### config.mk
export PLATFORM = sky130hd
export DESIGN_NAME = hazard_ctrl_flat
export DESIGN_NICKNAME = d
export VERILOG_FILES = /design/src/rtl/hazard_pkg.sv /design/src/rtl/hazard_ctrl_if.sv /design/src/rtl/md_stall_counter.sv /design/src/rtl/hazard_ctrl.sv /design/src/flat_wrapper.sv
export SDC_FILE = /design/constraint.sdc
export NUM_CORES = 1
export LEC_CHECK = 0
export ABC_AREA = 1
export ABC_CLOCK_PERIOD_IN_PS = 1570
export CAP_MARGIN = 5
export CORE_UTILIZATION = 25
export DETAILED_ROUTE_END_ITERATION = 6
export GPL_TIMING_DRIVEN = 0
export PLACE_DENSITY = 0.7
export SYNTH_ARGS = -nofsm -noshare
export SYNTH_HDL_FRONTEND = slang
export SYNTH_SLANG_ARGS = --single-unit
export TNS_END_PERCENT = 5
### constraint.sdc
create_clock -name clk -period 1.57 [get_ports clk]
set_clock_uncertainty 0.1 [all_clocks]
set_input_delay 0.2355 -clock clk [delete_from_list [all_inputs] [get_ports clk]]
set_output_delay 0.2355 -clock clk [all_outputs]
set_load 0.01 [all_outputs]
### src/rtl/hazard_pkg.sv
// hazard_pkg: shared state encoding, widths and defaults for hazard_ctrl.
package hazard_pkg;
  localparam int REG_W = 5;
  localparam int CNT_W = 8;
  localparam int MD_LATENCY_DEF = 32;
  typedef enum logic [1:0] {RUN = 2'd0, MD_WAIT = 2'd1, MEM_WAIT = 2'd2} state_t;
endpackage

### src/rtl/hazard_ctrl_if.sv
// hazard_ctrl_if: pipeline hazard inputs and stall/flush controls.
interface hazard_ctrl_if;
  import hazard_pkg::*;
  logic [REG_W-1:0] Rs1D, Rs2D, RdE;
  logic MemToRegE, BranchTakenE, JalD, DmemReqM, DmemReadyM, MdStartE;
  logic StallF, StallD, StallE, StallM, FlushD, FlushE, FlushM, FlushW, MdDoneE;
  modport master (
    output Rs1D, Rs2D, RdE, MemToRegE, BranchTakenE, JalD, DmemReqM, DmemReadyM, MdStartE,
    input StallF, StallD, StallE, StallM, FlushD, FlushE, FlushM, FlushW, MdDoneE
  );
  modport slave (
    input Rs1D, Rs2D, RdE, MemToRegE, BranchTakenE, JalD, DmemReqM, DmemReadyM, MdStartE,
    output StallF, StallD, StallE, StallM, FlushD, FlushE, FlushM, FlushW, MdDoneE
  );
endinterface

### src/rtl/md_stall_counter.sv
// md_stall_counter: mul/div stall counter with load, decrement and hold.
module md_stall_counter
  import hazard_pkg::*;
(
  input  logic             clk,
  input  logic             rst,
  input  logic             load,
  input  logic             dec,
  input  logic [CNT_W-1:0] init,
  output logic             zero
);
  logic [CNT_W-1:0] cnt;
  always_ff @(posedge clk or posedge rst)
    if (rst) cnt <= '0;
    else if (load) cnt <= init;
    else if (dec) cnt <= cnt - 1'b1;
  assign zero = cnt == '0;
endmodule

### src/rtl/hazard_ctrl.sv
// hazard_ctrl: pipeline stall/flush FSM; mul/div stalls built only with HAZARD_CTRL_MULDIV_EN.
module hazard_ctrl
  import hazard_pkg::*;
#(
  parameter int MD_LATENCY = MD_LATENCY_DEF
) (
  input logic clk,
  input logic rst,
  hazard_ctrl_if.slave h
);
  state_t state, state_n;
  logic mem_stall, load_use, md_active, md_load, md_done;
  if (MD_LATENCY < 1 || MD_LATENCY > 255) begin : g_bad_latency
    $error("MD_LATENCY must be 1..255");
  end
  assign mem_stall = h.DmemReqM & ~h.DmemReadyM;
  assign load_use = h.MemToRegE & (h.RdE != '0) & (h.RdE == h.Rs1D | h.RdE == h.Rs2D);
`ifdef HAZARD_CTRL_MULDIV_EN
  state_t ret;
  logic md_zero;
  always_ff @(posedge clk or posedge rst)
    if (rst) ret <= RUN;
    else if (state != MEM_WAIT) ret <= state;
  // the memory-ready cycle of a wait entered from MD_WAIT already counts as a mul/div cycle
  assign md_active = state == MD_WAIT | (state == MEM_WAIT & ret == MD_WAIT);
  assign md_load = state == RUN & ~mem_stall & h.MdStartE;
  assign md_done = md_active & ~mem_stall & md_zero;
  md_stall_counter u_cnt (
    .clk,
    .rst,
    .load(md_load),
    .dec (md_active & ~mem_stall & ~md_zero),
    .init(CNT_W'(MD_LATENCY - 1)),
    .zero(md_zero)
  );
`else
  assign md_active = 1'b0;
  assign md_load = 1'b0;
  assign md_done = 1'b0;
`endif
  always_ff @(posedge clk or posedge rst)
    if (rst) state <= RUN;
    else state <= state_n;
  always_comb begin
    state_n = mem_stall ? MEM_WAIT : md_load ? MD_WAIT : md_done ? RUN :
              state == MEM_WAIT ? (md_active ? MD_WAIT : RUN) : state;
  end
  always_comb begin
    {h.StallF, h.StallD, h.StallE, h.StallM, h.FlushD, h.FlushE, h.FlushM, h.FlushW, h.MdDoneE} = '0;
    if (rst) {h.FlushD, h.FlushE, h.FlushM, h.FlushW} = '1;
    else if (mem_stall) {h.StallF, h.StallD, h.StallE, h.StallM, h.FlushW} = '1;
    else if (md_done) h.MdDoneE = 1'b1;
    else if (md_active | md_load) {h.StallF, h.StallD, h.StallE, h.FlushM} = '1;
    else if (state == RUN & h.BranchTakenE) {h.FlushD, h.FlushE} = '1;
    else if (state == RUN & load_use) {h.StallF, h.StallD, h.FlushE} = '1;
    else if (state == RUN) h.FlushD = h.JalD;
  end
endmodule
### src/flat_wrapper.sv
// flat-port wrapper written by rule: the top's interface ports become plain ports
module hazard_ctrl_flat import hazard_pkg::*;
#(
  parameter int MD_LATENCY = MD_LATENCY_DEF
)
  (clk, rst, h_Rs1D, h_Rs2D, h_RdE, h_MemToRegE, h_BranchTakenE, h_JalD, h_DmemReqM, h_DmemReadyM, h_MdStartE, h_StallF, h_StallD, h_StallE, h_StallM, h_FlushD, h_FlushE, h_FlushM, h_FlushW, h_MdDoneE);
  hazard_ctrl_if h_i ();
  input logic clk;
  input logic rst;
  input wire logic [$bits(h_i.Rs1D)-1:0] h_Rs1D;
  input wire logic [$bits(h_i.Rs2D)-1:0] h_Rs2D;
  input wire logic [$bits(h_i.RdE)-1:0] h_RdE;
  input wire logic [$bits(h_i.MemToRegE)-1:0] h_MemToRegE;
  input wire logic [$bits(h_i.BranchTakenE)-1:0] h_BranchTakenE;
  input wire logic [$bits(h_i.JalD)-1:0] h_JalD;
  input wire logic [$bits(h_i.DmemReqM)-1:0] h_DmemReqM;
  input wire logic [$bits(h_i.DmemReadyM)-1:0] h_DmemReadyM;
  input wire logic [$bits(h_i.MdStartE)-1:0] h_MdStartE;
  output wire logic [$bits(h_i.StallF)-1:0] h_StallF;
  output wire logic [$bits(h_i.StallD)-1:0] h_StallD;
  output wire logic [$bits(h_i.StallE)-1:0] h_StallE;
  output wire logic [$bits(h_i.StallM)-1:0] h_StallM;
  output wire logic [$bits(h_i.FlushD)-1:0] h_FlushD;
  output wire logic [$bits(h_i.FlushE)-1:0] h_FlushE;
  output wire logic [$bits(h_i.FlushM)-1:0] h_FlushM;
  output wire logic [$bits(h_i.FlushW)-1:0] h_FlushW;
  output wire logic [$bits(h_i.MdDoneE)-1:0] h_MdDoneE;
  assign h_i.Rs1D = h_Rs1D;
  assign h_i.Rs2D = h_Rs2D;
  assign h_i.RdE = h_RdE;
  assign h_i.MemToRegE = h_MemToRegE;
  assign h_i.BranchTakenE = h_BranchTakenE;
  assign h_i.JalD = h_JalD;
  assign h_i.DmemReqM = h_DmemReqM;
  assign h_i.DmemReadyM = h_DmemReadyM;
  assign h_i.MdStartE = h_MdStartE;
  assign h_StallF = h_i.StallF;
  assign h_StallD = h_i.StallD;
  assign h_StallE = h_i.StallE;
  assign h_StallM = h_i.StallM;
  assign h_FlushD = h_i.FlushD;
  assign h_FlushE = h_i.FlushE;
  assign h_FlushM = h_i.FlushM;
  assign h_FlushW = h_i.FlushW;
  assign h_MdDoneE = h_i.MdDoneE;
  hazard_ctrl #(.MD_LATENCY(MD_LATENCY)) u_core (.clk(clk), .rst(rst), .h(h_i));
endmodule
==> impl_results.md, run 1 <==
- Run status: finished clean
- Critical path launch point type: input port
- Final Total Pwr: 162 µW
- DRT Pass-1 Iters: 2
- Hold WS: 0.0590 ns
- Register with the most flip-flops: u_core.state
- Dpl ws: -0.733 ns
- Register area share after synthesis: 7.19%
- Area leader, netlist: nand2_1
- VDD IR max: 0.000181 V
- Final Util: 46.3%
- Area Growth Syn to Fin: 73.0%
- Final setup fails: 0
- Core area: 1300 µm²
- Hold Violations, Final: 0
- DRT iter0 DRCs: 2
- Die ar.: 1540 µm²
- Fin crit share: 95.9%
- WP data required: 1.23 ns
- Clock transition at path regs: 0 ns
- Post-route cell area: 602 µm²
- HPWL after DPL: 738 µm
- Setup WS post-layout: 0.0639 ns
- Overflow after GRT: 0
- Layout net count: 127
- Top-Level Pins: 32
- N_diodes: 0
- Yosys cell types: 16
- Crit Path Category: input port to output pin
- # rows: 13
- YS warnings: 0
- Layout cell share with drive strength beyond 1: 38.2%
- Initial antenna violation count: 0
- Post-route minimum period: 1.51 ns
- CP Capture Type: output pin
- Hold-fix buffers, CTS: 0
- Chip width: 39.3 µm
- Gate Count Post-Synth: 72
- CP max FO: 3
- WL final: 831 µm
- Die H: 39.3 µm
- Port Buffers: 29
- Initial Util: 26.7%
- Power density over the cells: 270 nW/µm²
- Pin count of the biggest net entering global routing: 7
- Global placement routability congestion: 0.739
- Top cells by area, synth: nand2_1, inv_1, nor2_1, buf_4, dfrtp_1
- Via-to-Cell Ratio: 4.05
- Max cap viols: 0
- Leakage: 0.409 nW
- Yosys reg bits: 1
- Crit path DAT: 1.17 ns
- RSZ-0062 raised after global routing: false
- Vias: 474
- Hold crit path type: input port to async pin
- First-pass GRT wire length: 1170 µm
- Syn Nets: 95
- Drt wl/cell: 7.10 µm
- Fmax: 664 MHz
- Final Slew Violations: 0
- Top Registers: u_core.state (1)
- Post-route DRC: 0
- Dpl cell area: 657 µm²
- Remaining antenna violation count: 0
- Syn avg cell area: 4.83 µm²
- All-Layer GR Usage: 10.0%
- Synth top area share: 22.7%
- Vias in the first global route: 332
- Max FFs per register: 1
- Post-Synthesis Cell Area: 348 µm²
[where the power goes]
group	switching [mW]	total, mW	leakage, nW	internal [mW]
Combinational	0.0648	0.134	0.396	0.0697
Clock	0	0	0	0
Sequential	0.000315	0.0279	0.0129	0.0275
[worst max-delay path: stages]
cell	delay, ns
clkdlybuf4s50_1	0.42
nor2_1	0.16
nand3_2	0.09
nand2_2	0.09
buf_6	0.09
buf_6	0.09
[Yosys cell counts, drive strengths merged]
cell and number:
a21oi 2, buf 4, conb 1, dfrtp 1
inv 19, nand2 24, nand3 4, nand4 1
nor2 13, o22ai 1, xnor2 2
[metrics by stage]
stage	TNS (ns)	std cells
floorplan	0	72
global placement	-4.16	116
detailed placement	-4.18	116
CTS	-0.358	116
global route	0	117
finish	0	117
[what timing repair did]
action | in CTS | in global routing
cloned | 0 | 0
setup endpoints to repair | 8 | 7
gates resized for setup | 41 | 35
setup buffers | 0 | 1
pin swaps | 6 | 18
[final timing paths]
kind	start	end	slack (ns)	cells past startpoint
worst max-delay path	h_BranchTakenE	h_StallF	0.06	6
worst min-delay path	rst	u_core.state[1]	0.06	2
max in group asynchronous	rst	u_core.state[1]	1.21	2
min in group clk	h_DmemReadyM	u_core.state[1]	0.33	2
[routing by layer]
metal  track usage, %  share of wire [%]  up-vias
li1                 -                  -      263
met4                0                  0        0
met2             17.1                 50       10
met1             15.0                 44      201
met3                0                5.2        0
met5                0                  0        -
[layout by cell type (no fill, tap or decap)]
cell,instances
a21oi_2,1
clkdlybuf4s15_1,1
clkdlybuf4s50_1,3
nor2_4,1
nand4_1,1
conb_1,1
inv_1,12
buf_4,5
clkbuf_2,12
buf_2,5
nand2_1,21
inv_2,7
buf_6,2
nand3_1,2
o22ai_1,1
dlygate4sd2_1,2
nor2_2,1
nand2_2,3
dfrtp_1,1
nand3_2,2
dlymetal6s2s_1,4
xnor2_1,2
nor2_1,11
a21oi_1,1
[cell type report]
| cell class | instances | area, µm² |
|---|---|---|
| multi-input combinational | 48 | 234 |
| tap | 15 | 18.8 |
| fill | 152 | 699 |
| timing repair buffer | 30 | 219 |
| inverter | 19 | 71.3 |
| sequential | 1 | 25.0 |
| buffer | 4 | 33.8 |
[cell families (layout without fill, tap and decap cells)]
family / count (synthesis) / in the layout / share of synthesized area (%)
buffers and inverters: 23 / 53 / 29.1
other: 1 / 1 / 1.08
DFF: 1 / 1 / 7.19
xor gates and xnor gates: 2 / 2 / 5.04
and+or+nand+nor: 42 / 42 / 51.8
AOI/OAI and AO/OA: 3 / 3 / 5.76
(Power assumes the default switching activity.)
==> run 2: changes to the inputs <==
- CELL_PAD_IN_SITES_DETAIL_PLACEMENT: default -> 1
- CELL_PAD_IN_SITES_GLOBAL_PLACEMENT: default -> 1
- CORE_UTILIZATION: 25 -> 18
- PLACE_DENSITY: 0.7 -> 0.84
==> run 2 against run 1 <==
Effect of this change: sequential share of layout area shrank 0.29 points; critical path depth shrank 3; maximum frequency shrank 0.41%; wire length grew 51%; core utilization shrank 9.6 points; largest cell class unchanged; design area grew 7.5%; sequential cell count is the same; worst hold slack gained 0.13 ns; die area grew 37%; critical endpoint is now h_FlushM; sequential power is essentially flat.
==> impl_results.md, run 2 (synthesis gave the netlist of run 1 again) <==
- Run status: finished clean
- Final Util: 36.7% (-9.6 points)
- Fmax: 661 MHz (-0.41%)
- Initial Util: 19.7% (-7.0 points)
- WP data required: 1.23 ns (about the same)
- CP Capture Type: output pin
- Hold crit path type: input port to async pin
- Global placement routability congestion: 0.685 (-7.3%)
- CP max FO: 6 (+3)
- N_diodes: 0 (unchanged)
- Final Total Pwr: 177 µW (+9.0%)
- Crit Path Category: input port to output pin
- Crit path DAT: 1.18 ns (about the same)
- Post-route minimum period: 1.51 ns (+0.00620 ns)
- Register with the most flip-flops: u_core.state
- DRT Pass-1 Iters: 2 (unchanged)
- Critical path launch point type: input port
- Core area: 1760 µm² (+36%)
- WL final: 1260 µm (+51%)
- TNS Setup: 0 ns (unchanged)
- Leakage: 0.414 nW (+1.4%)
- DRT iter0 DRCs: 2 (unchanged)
- Fin crit share: 96.3% (+0.39 points)
- Via-to-Cell Ratio: 3.93 (-3.0%)
- Layout cell share with drive strength beyond 1: 42.9% (+4.6 points)
- Hold-fix buffers, CTS: 0 (unchanged)
- Crit path max-delay family: buffers and inverters
- Switching Fraction: 42.0% (+1.9 points)
- Placed Cells: 126 (+8.6%)
- Critical path buffer and inverter count: 3 (unchanged)
- # rows: 15 (+2)
- Commonest non-fill, non-tap cell in the layout: nand2_1
- All-Layer GR Usage: 11.7% (+1.6 points)
- Drt wl/cell: 9.65 µm (+36%)
- Max FFs per register: 1 (unchanged)
- Area Growth Syn to Fin: 86.0%
- Fillers: 267 (+76%)
- Post-route DRC: 0 (unchanged)
- Vias: 511 (+7.8%)
- Clock share of power: 0% (unchanged)
- Vias in the first global route: 507 (+53%)
- Critical path's largest stage delay: 0.52 ns (+0.10 ns)
- Overflow after GRT: 0 (unchanged)
- Max cap viols: 0 (unchanged)
- Chip width: 46.0 µm (+17%)
- Final setup fails: 0 (unchanged)
- Slowest CP cell: clkdlybuf4s50_1
- Final Slew Violations: 0 (unchanged)
- VDD IR max: 0.000133 V (-27%)
- Top-Level Pins: 32 (unchanged)
- Crit. Startpoint: rst
- Pint: 103 µW (+5.6%)
- Power density over the cells: 274 nW/µm² (+1.4%)
- Clock transition at path regs: 0 ns (unchanged)
- Sw power: 74.3 µW (+14%)
- Final cell count without fillers: 130 (+11%)
- Die ar.: 2110 µm² (+37%)
- Stages on worst setup path: 3 (-3)
- CP endpoint: h_FlushM
- Share of power burned in registers: 15.7% (-1.5 points)
- Die H: 46.0 µm (+17%)
- Layout net count: 130 (+2.4%)
- Hold Violations, Final: 0 (unchanged)
- Port Buffers: 29 (unchanged)
- Pin count of the biggest net entering global routing: 7 (unchanged)
- RSZ-0062 raised after global routing: false
- Commonest cells after routing, fill and taps aside: nand2_1, inv_1, nor2_1, buf_2, clkbuf_2
- First-pass GRT wire length: 1910 µm (+64%)
- Remaining antenna violation count: 0 (unchanged)
- Critical-path cell list: clkdlybuf4s15_2, buf_4, clkdlybuf4s50_1
- HPWL after DPL: 1030 µm (+40%)
- Logic pwr share: 84.3% (+1.5 points)
- Top Registers: u_core.state (1)
- Initial antenna violation count: 0 (unchanged)
-- run 2: worst min path at each step --
stage | endpoint | slack (ns) | depth (start not counted)
floorplan | u_core.state[1] | -0.13 | 1
global placement | u_core.state[1] | 0.44 | 2
detailed placement | u_core.state[1] | 0.45 | 2
CTS | u_core.state[1] | 0.17 | 2
global route | u_core.state[1] | 0.21 | 2
finish | u_core.state[1] | 0.19 | 2
-- run 2: power by group through the flow --
stage | registers, mW | logic, mW | clock network [mW]
5_1_grt | 0.0280 | 0.165 | 0
4_1_cts | 0.0278 | 0.152 | 0
2_1_floorplan | 0.0278 | 0.0663 | 0
6_report | 0.0278 | 0.149 | 0
3_5_place_dp | 0.0278 | 0.163 | 0
3_3_place_gp | 0.0278 | 0.158 | 0
-- run 2: final cells by class --
type	count	area (µm²)	area share [%]
multi-input cells	48	245	37.9
repair buffers	33	236	36.6
inverters	19	71.3	11.0
plain buffers	4	37.5	5.80
well taps	25	31.3	4.84
flip-flops and latches	1	25.0	3.87
-- run 2: through the flow --
stage | cell area, µm² | hold WS, ns | setup slack, ns
4_1_cts | 676 | 0.167 | 0.00169
3_3_place_gp | 669 | 0.442 | -0.734
3_5_place_dp | 669 | 0.452 | -0.774
6_report | 647 | 0.189 | 0.0577
5_1_grt | 647 | 0.209 | 0.00213
2_1_floorplan | 348 | -0.127 | 0.227
-- run 2: layer usage --
layer | GRT usage, % | up-vias | wire [µm]
li1 | - | 270 | -
met1 | 12.6 | 231 | 480
met2 | 25.6 | 10 | 749
met3 | 0 | 0 | 25
met4 | 0 | 0 | 0
met5 | 0 | - | 0
-- run 2: repair_timing --
| action | 4_1_cts | 5_1_grt |
|---|---|---|
| buffers inserted | 4 | 0 |
| endpoints found under the setup margin | 8 | 4 |
| resized for setup | 62 | 24 |
| hold endpoints to repair | 0 | 0 |
| pin swaps | 17 | 16 |
==> run 3: changes to the inputs <==
- CELL_PAD_IN_SITES_DETAIL_PLACEMENT: 1 -> 0
- CORE_MARGIN: default -> 8
==> run 3 against run 2 <==
Effect of this change: sequential cell count did not move; sequential share of layout area barely moved; combinational power fell by 5%; setup slack got worse by 0.012 ns; critical path type unchanged; critical endpoint is now h_StallF.
==> impl_results.md, run 3 (synthesis gave the netlist of run 1 again) <==
- Max cap viols: 0 (unchanged)
- Top Registers: u_core.state (1)
- Commonest non-fill, non-tap cell in the layout: nand2_1
- Setup WS post-layout: 0.0462 ns (-0.0115 ns)
- Critical path buffer and inverter count: 4 (+1)
- Slowest CP cell: dlygate4sd2_1
- Vias: 479 (-6.3%)
- Chip width: 60.0 µm (+30%)
- First-pass GRT wire length: 1790 µm (-6.5%)
- Pin count of the biggest net entering global routing: 7 (unchanged)
- Crit path DAT: 1.19 ns (about the same)
- Overflow after GRT: 0 (unchanged)
- Final setup fails: 0 (unchanged)
- Critical-path cell list: dlygate4sd2_1, inv_1, nand2_1, nand2_1, nor2_1, nand3_1, nand2_2, nand3_2, nand2_2, buf_6, buf_6
- Core area: 1880 µm² (+6.7%)
- Leakage: 0.438 nW (+5.7%)
- Critical path launch point type: input port
- Power density over the cells: 260 nW/µm² (-5.0%)
- Final Slew Violations: 0 (unchanged)
- Global placement routability congestion: 0.755 (+10%)
- Dpl cell area: 672 µm² (+0.37%)
- Initial Util: 18.5% (-1.2 points)
- Run status: finished clean
- Hold-fix buffers, CTS: 0 (unchanged)
- Initial antenna violation count: 0 (unchanged)
- Commonest cells after routing, fill and taps aside: nand2_1, inv_1, nor2_1
- Max FFs per register: 1 (unchanged)
- Remaining antenna violation count: 0 (unchanged)
- Critical path's largest stage delay: 0.21 ns (-0.31 ns)
- Top-Level Pins: 32 (unchanged)
- Drt wl/cell: 8.40 µm (-13%)
- Vias in the first global route: 473 (-6.7%)
- Clock transition at path regs: 0 ns (unchanged)
- Layout cell share with drive strength beyond 1: 33.0% (-9.8 points)
- CP Capture Type: output pin
- HPWL after DPL: 965 µm (-6.6%)
- Dpl ws: -0.756 ns (+0.0181 ns)
- Crit path max-delay family: simple AND/OR/NAND/NOR gates
- DRT Pass-1 Iters: 2 (unchanged)
- Layout net count: 128 (-1.5%)
- DRT iter0 DRCs: 7 (+5)
- WL final: 1090 µm (-13%)
- Fin crit share: 97.1% (+0.73 points)
- Register with the most flip-flops: u_core.state
- All-Layer GR Usage: 5.80% (-5.9 points)
- Crit Path Category: input port to output pin
- N_diodes: 0 (unchanged)
- RSZ-0062 raised after global routing: true
- Hold Violations, Final: 0 (unchanged)
- Port Buffers: 29 (unchanged)
- Area Growth Syn to Fin: 87.4%
- Die ar.: 3600 µm² (+70%)
- Hold WS: 0.0600 ns (-0.129 ns)
- Fmax: 656 MHz (-0.75%)
- VDD IR max: 0.000167 V (+26%)
- # rows: 16 (+1)
- WP data required: 1.23 ns (about the same)
- Hold crit path type: input port to async pin
- Post-route DRC: 0 (unchanged)
- CP max FO: 3 (-3)
- Via-to-Cell Ratio: 3.68 (-6.3%)
- Post-route minimum period: 1.52 ns (+0.0115 ns)
- Die H: 60.0 µm (+30%)
- Post-route cell area: 652 µm² (+0.77%)
## run 3: changes by cell type in the layout (fill, tap and decap cells not counted), sizes merged
| cell | delta |
|---|---|
| buf | -6 |
| dlymetal6s2s | +5 |
| dlygate4sd2 | -3 |
| clkdlybuf4s50 | +2 |
## run 3: final timing paths
kind | slack (ns) | depth (start not counted) | startpoint | to
max in group asynchronous | 1.20 | 2 | rst | u_core.state[1]
max | 0.05 | 11 | h_Rs1D[2] | h_StallF
min | 0.06 | 2 | rst | u_core.state[1]
min in group clk | 0.45 | 3 | h_DmemReadyM | u_core.state[1]
## run 3: what timing repair did
action | CTS | global route
pin swaps | 5 | 15
hold endpoints to repair | 0 | 0
buffers inserted | 0 | 2
gates resized for setup | 37 | 27
endpoints found under the setup margin | 8 | 8
## run 3: cell type report
type                       instances  area [µm²]
fill                             227        1230
timing repair buffer              31         259
multi-input combinational         48         229
inverter                          19        71.3
buffer                             4        33.8
tap                               27        33.8
sequential                         1        25.0
## run 3: report_power, final
part           leakage, nW  internal [mW]  switching, mW
combinational        0.425         0.0757         0.0659
sequential          0.0129         0.0275       0.000320
clock                    0              0              0
total                0.438          0.103         0.0662
## run 3: stage by stage
| step | setup TNS (ns) | util, % | total power [mW] | instances |
|---|---|---|---|---|
| 6_report | 0 | 34.6 | 0.169 | 130 |
| 5_1_grt | -0.0800 | 34.6 | 0.187 | 130 |
| 4_1_cts | -0.880 | 34.2 | 0.172 | 128 |
| 3_5_place_dp | -4.32 | 35.7 | 0.188 | 128 |
| 3_3_place_gp | -4.27 | 35.7 | 0.186 | 128 |
| 2_1_floorplan | 0 | - | 0.0941 | 72 |
## run 3: per-layer routing
layer	routed length, µm	GRT usage [%]	vias to the layer above	share of wire, %
met1	497	7.50	200	46
met5	0	0	-	0
met3	65	1.29	0	6.0
met4	0	0	0	0
met2	529	10.0	15	48
li1	-	-	264	-
